`config.mk`:
```
export PLATFORM = sky130hd
export DESIGN_NAME = alarm_siren_ctrl
export DESIGN_NICKNAME = d
export VERILOG_FILES = /design/src/rtl/alarm_pkg.sv /design/src/rtl/alarm_tick_gen.sv /design/src/rtl/alarm_siren_ctrl.sv
export SDC_FILE = /design/constraint.sdc
export NUM_CORES = 1
export LEC_CHECK = 0
export ABC_AREA = 0
export BUFFER_PORTS_ARGS = -buffer_cell sky130_fd_sc_hd__buf_2
export CAP_MARGIN = 20
export CORE_MARGIN = 2
export CORE_UTILIZATION = 50
export CTS_CLUSTER_DIAMETER = 60
export CTS_CLUSTER_SIZE = 28
export DETAILED_ROUTE_END_ITERATION = 12
export HOLD_SLACK_MARGIN = 0.1
export PLACE_DENSITY = 0.71
export SETUP_SLACK_MARGIN = 0.15
export SYNTH_ARGS = -nofsm -noshare
export SYNTH_HDL_FRONTEND = slang
export SYNTH_SLANG_ARGS = --single-unit
```
`constraint.sdc`:
```
create_clock -name clk -period 2.35 [get_ports clk]
set_input_delay 0.235 -clock clk [delete_from_list [all_inputs] [get_ports clk]]
set_output_delay 0.235 -clock clk [all_outputs]
set_load 0.01 [all_outputs]
```
`src/rtl/alarm_pkg.sv`:
```
// alarm_pkg: shared types and defaults for the alarm siren controller.
//   state_t    - FSM state encoding (also exported on state_o for debug)
//   *_DEF      - default parameter values
//   cnt_width  - width of the entry/siren countdown timer
package alarm_pkg;

  typedef enum logic [2:0] {
    DISARMED = 3'd0,
    ARMED    = 3'd1,
    ENTRY    = 3'd2,
    SOUNDING = 3'd3,
    SILENCED = 3'd4
  } state_t;

  localparam int TICK_DIV_DEF    = 1000;
  localparam int ENTRY_DLY_DEF   = 30;
  localparam int SIREN_TIME_DEF  = 180;
  localparam int STROBE_HALF_DEF = 4;

  // Enough bits to hold the larger of the two timer reload values.
  function automatic int cnt_width(input int entry_dly, input int siren_time);
    int m;
    m = (entry_dly > siren_time) ? entry_dly : siren_time;
    return (m < 1) ? 1 : $clog2(m + 1);
  endfunction

endpackage

```
`src/rtl/alarm_tick_gen.sv`:
```
// alarm_tick_gen: timer-tick prescaler.
//   clk, rst - clock, async active-high reset
//   clr      - synchronous clear (restarts the tick period)
//   tick     - high for one cycle when the count reaches TICK_DIV-1
module alarm_tick_gen #(
  parameter int TICK_DIV = 1000
) (
  input  logic clk,
  input  logic rst,
  input  logic clr,
  output logic tick
);

  localparam int CW = (TICK_DIV > 2) ? $clog2(TICK_DIV) : 1;

  logic [CW-1:0] cnt;

  assign tick = (cnt == CW'(TICK_DIV - 1));

  always_ff @(posedge clk or posedge rst) begin
    if (rst)              cnt <= '0;
    else if (clr || tick) cnt <= '0;
    else                  cnt <= cnt + 1'b1;
  end

endmodule

```
`src/rtl/alarm_siren_ctrl.sv`:
```
// alarm_siren_ctrl: annunciator stage behind Alarm_System.
//   clk, rst  - clock, async active-high reset
//   act_i     - armed flag (async, 2-flop synchronized)
//   alarm_i   - trip flag (async, 2-flop synchronized)
//   ack_i     - acknowledge/silence pulse (clk domain)
//   siren_o   - siren drive, bounded to SIREN_TIME ticks per sounding
//   strobe_o  - visual strobe, toggles every STROBE_HALF ticks
//   pending_o - entry delay in progress
//   latched_o - alarm memory, cleared by ack in DISARMED only
//   state_o   - FSM state encoding
// All outputs are registered from the next-state logic, so they line up
// with state_o and have no combinational path from the inputs.
module alarm_siren_ctrl
  import alarm_pkg::*;
#(
  parameter int TICK_DIV    = TICK_DIV_DEF,
  parameter int ENTRY_DLY   = ENTRY_DLY_DEF,
  parameter int SIREN_TIME  = SIREN_TIME_DEF,
  parameter int STROBE_HALF = STROBE_HALF_DEF
) (
  input  logic       clk,
  input  logic       rst,
  input  logic       act_i,
  input  logic       alarm_i,
  input  logic       ack_i,
  output logic       siren_o,
  output logic       strobe_o,
  output logic       pending_o,
  output logic       latched_o,
  output logic [2:0] state_o
);

  localparam int TW = cnt_width(ENTRY_DLY, SIREN_TIME);
  localparam int SW = (STROBE_HALF > 1) ? $clog2(STROBE_HALF) : 1;

  logic          act_m, act_s, alm_m, alm_s, alm_q;
  state_t        state, nxt;
  logic [TW-1:0] tmr;
  logic [SW-1:0] scnt, scnt_n;
  logic          phase, phase_n;
  logic          tick, clr, expire, alm_rise, strobe_on;

  // Prescaler restarts on every transition so each state lasts a whole
  // number of tick periods.
  alarm_tick_gen #(.TICK_DIV(TICK_DIV)) u_tick (
    .clk  (clk),
    .rst  (rst),
    .clr  (clr),
    .tick (tick)
  );

  assign alm_rise = alm_s & ~alm_q;
  // Tick that brings the countdown from 1 to 0.
  assign expire   = tick && (tmr <= TW'(1));
  assign clr      = (nxt != state);

  always_comb begin
    nxt = state;
    if (!act_s) nxt = DISARMED;       // disarm beats everything
    else begin
      case (state)
        DISARMED: nxt = ARMED;
        ARMED:    if (alm_s) nxt = (ENTRY_DLY == 0) ? SOUNDING : ENTRY;
        ENTRY:    if (expire) nxt = SOUNDING;
        SOUNDING: if (expire || ack_i) nxt = SILENCED;
        SILENCED: if (alm_rise) nxt = SOUNDING;
        default:  nxt = DISARMED;
      endcase
    end
  end

  // Strobe phase: restarts high on a fresh sounding, held across
  // SOUNDING<->SILENCED, forced low elsewhere.
  always_comb begin
    strobe_on = (nxt == SOUNDING) || (nxt == SILENCED);
    phase_n   = phase;
    scnt_n    = scnt;
    if (nxt == SOUNDING && (state == ARMED || state == ENTRY)) begin
      phase_n = 1'b1;
      scnt_n  = '0;
    end else if (!strobe_on) begin
      phase_n = 1'b0;
      scnt_n  = '0;
    end else if (tick) begin
      if (scnt == SW'(STROBE_HALF - 1)) begin
        phase_n = ~phase;
        scnt_n  = '0;
      end else begin
        scnt_n  = scnt + 1'b1;
      end
    end
  end

  always_ff @(posedge clk or posedge rst) begin
    if (rst) begin
      act_m     <= 1'b0;
      act_s     <= 1'b0;
      alm_m     <= 1'b0;
      alm_s     <= 1'b0;
      alm_q     <= 1'b0;
      state     <= DISARMED;
      tmr       <= '0;
      scnt      <= '0;
      phase     <= 1'b0;
      siren_o   <= 1'b0;
      strobe_o  <= 1'b0;
      pending_o <= 1'b0;
      latched_o <= 1'b0;
      state_o   <= 3'd0;
    end else begin
      act_m <= act_i;
      act_s <= act_m;
      alm_m <= alarm_i;
      alm_s <= alm_m;
      alm_q <= alm_s;

      state <= nxt;

      if (nxt == ENTRY && state != ENTRY)            tmr <= TW'(ENTRY_DLY);
      else if (nxt == SOUNDING && state != SOUNDING) tmr <= TW'(SIREN_TIME);
      else if (tick && tmr != '0)                    tmr <= tmr - 1'b1;

      scnt  <= scnt_n;
      phase <= phase_n;

      if (nxt == SOUNDING)                latched_o <= 1'b1;
      else if (state == DISARMED && ack_i) latched_o <= 1'b0;

      siren_o   <= (nxt == SOUNDING);
      pending_o <= (nxt == ENTRY);
      strobe_o  <= phase_n;
      state_o   <= nxt;
    end
  end

endmodule
```
==> impl_metrics.toml <==
[run_status]
status = "completed"

[global_route]
overflow = 0
grt_pass1_vias = 1420
grt_start_max_net_pins = 33
grt_usage_pct = 20.3
grt_pass1_wl_mm = 6.21
antenna_found_initial = 0

[worst_setup_path]
crit_fanout = 8
r2r_start = "state[1]"
path_class = "register to register"
worstPathRequired_ns = 2.56
worstPathArrival_ns = 2.42
cp-startpoint = "state[1]"
start_kind = "register"
crit_path_end_kind = "register"

[pwr]
p_per_area_mw_per_mm2 = 587
fin_total_pwr_w = 0.00130
vdd_ir_drop_max_uv = 528
clkPwrFrac_pct = 26.5
p_leak_nw = 0.916
seq_power_share_pct = 50.6
switching_share_pct = 30.4
comb_power_share_pct = 22.9
netSwitchingPower_w = 0.000395
intPower_w = 0.000903

[die]
start_util_pct = 51.4
die_x_um = 62.3
io_pins = 12
rows = 21
core_area_mm2 = 0.00331
dieArea_mm2 = 0.00388
die_h_um = 62.3

[final_layout]
synthToLayoutAreaGrowth_pct = 30.1
drive_gt1_share_pct = 34.6
antenna_cells = 0
fin_cells = 251
nets = 214
final_cell_mix = "dfrtp_1, buf_4, nor2_1"
layout_commonest_cell = "dfrtp_1"

[timing]
report.final.hold_viol_count = 0
tightestPinTransition_ns = 0.549
period_minus_slack_ns = 2.20
fin_crit_sh_pct = 93.7
whs_ns = 0.233
max_clock_freq_mhz = 454
tns_ns = 0
fin_worst_skew_ns = 0.00234
rsz0062_at_grt = "yes"
setup-violations-final = 0
drv_slew = 0
slew_headroom_pct = 63.0

[detailed_routing]
wirelength_mm = 4.11
ant_nets = 0
wire_per_inst_um = 16.4
first_pass_iters = 5
vias = 1462
drc_errors = 0
drtIter0Drc = 54
vias_per_cell = 5.82

[clocking]
cts-htree-levels = 2
cts_root_buffer = "clkbuf_4"
cts_buffers = 5
insertion_delay_ns = 0.33
path_clk_slew_ns = 0.09
clockBufferDepth = 2
cts.sinks = 32
cts_tree = "built"

[synth]
synth_top_area_share_pct = 47.1
synth_area_leaders = "dfrtp_1, nor4_2, xor2_1"
synth_cell_types = 41
synth_edf_count = 0
syn_nets = 177
synth.cell_area_mm2 = 0.00170
postSynthAreaPerCell_um2 = 10.1
synth_largest_area_cell = "dfrtp_1"
ys_seq_area_share_pct = 47.1
ys.flop_type = "dfrtp_1"
async_reset_ff_share_pct = 100
yosysWarnings = 0
yosys_register_bits = 32
synth_cells = 168

[worst_hold_path]
min_path_type = "primary input to register"
hold_path_startpoint = "ack_i"

[placed_design]
io_buffers = 11
placed_cells = 231
dp_hpwl_mm = 2.49
gp_congestion = 0.900

[job]
maxCapViolCount = 0
==> worst max-delay path: stages, from the launching register on <==
cell	delay [ns]
dfrtp_1	0.46
buf_4	0.19
and4b_1	0.19
a31oi_1	0.40
o22ai_1	0.22
a31oi_2	0.26
o32a_4	0.32
nor4_4	0.05
==> per-layer routing <==
layer | wire [µm] | GRT usage (%) | vias up
li1 | - | - | 678
met1 | 1670 | 23.8 | 724
met2 | 2160 | 34.9 | 47
met3 | 186 | 5.07 | 13
met4 | 97 | 9.72 | 0
met5 | 0 | 0 | -
==> Yosys cell counts (2+ instances only) <==
library cell and number:
buf_6 2, o21ai_1 2, nor2_1 13, o21ai_0 5, nor3b_1 2, buf_2 2
xor2_1 9, ha_1 4, nor4_1 2, or2_1 2, or3_1 4, and2_1 2
nor4_2 7, inv_1 5, nand3_1 7, and3_1 4, dfrtp_1 32, nor3_1 10
nand2b_1 2, nand4_1 3, xnor2_1 8, a21oi_1 7, nor2b_1 4, a31oi_1 2
nand2_1 9, clkbuf_1 4
==> layout make-up <==
class,count,area [µm²]
multi-input combinational,124,1010
sequential,32,803
tap,46,57.6
fill,243,1100
timing repair buffer,37,262
inverter,5,18.8
clock buffer,7,65.1
==> repair_timing <==
| action | in CTS | in global routing |
|---|---|---|
| buffers inserted | 0 | 9 |
| endpoints found under the hold margin | 34 | 0 |
| pin swaps | 1 | 13 |
| cloned | 0 | 1 |
| endpoints found under the setup margin | 10 | 16 |
| hold buffers | 3 | 0 |
| gates resized for setup | 5 | 26 |
==> sequential cells by signal (all words and copies together), names as in the netlist <==
signal / flops
alm_s: 1
act_m: 1
pending_o: 1
alm_q: 1
act_s: 1
u_tick.cnt: 10
tmr: 8
phase: 1
alm_m: 1
siren_o: 1
state: 3
scnt: 2
latched_o: 1
==> metrics by stage <==
step	setup WS [ns]	instance area (µm²)	utilization [%]
3_5_place_dp	-0.0417	1870	56.5
4_1_cts	0.158	1990	60.2
2_1_floorplan	0.177	1700	-
6_report	0.147	2210	66.8
5_1_grt	0.0572	2210	66.8
3_3_place_gp	0.0754	1870	56.5
==> path summary, 6_finish.rpt <==
path | endpoint | slack (ns) | cells after the start
worst min register to register | act_s | 0.35 | 0
worst max-delay path | u_tick.cnt[3] | 0.15 | 7
max in group asynchronous | tmr[0] | 1.52 | 4
worst min-delay path | latched_o | 0.23 | 3
worst max register to register | u_tick.cnt[3] | 0.15 | 7
min in group asynchronous | phase | 0.52 | 4
==> logic make-up (layout without fill, tap and decap cells) <==
logic type / Yosys count / in the layout / synth area share [%]
AOI/OAI and AO/OA: 25 / 26 / 9.64
xor gates and xnor gates: 17 / 17 / 8.76
adders and majority gates: 4 / 4 / 2.94
buffers and inverters: 13 / 49 / 3.90
DFF: 32 / 32 / 47.1
muxes: 1 / 1 / 0.589
and+or+nand+nor: 76 / 76 / 27.1
==> power by group through the flow <==
stage	logic (W)	registers (W)	clock network (W)
after floorplan	0.000163	0.000648	0
after global placement	0.000211	0.000656	0
after detailed placement	0.000217	0.000660	0
after CTS	0.000232	0.000650	0.000347
after global routing	0.000330	0.000665	0.000370
final	0.000298	0.000656	0.000344
Note: power is estimated with default switching activity, not from simulation.
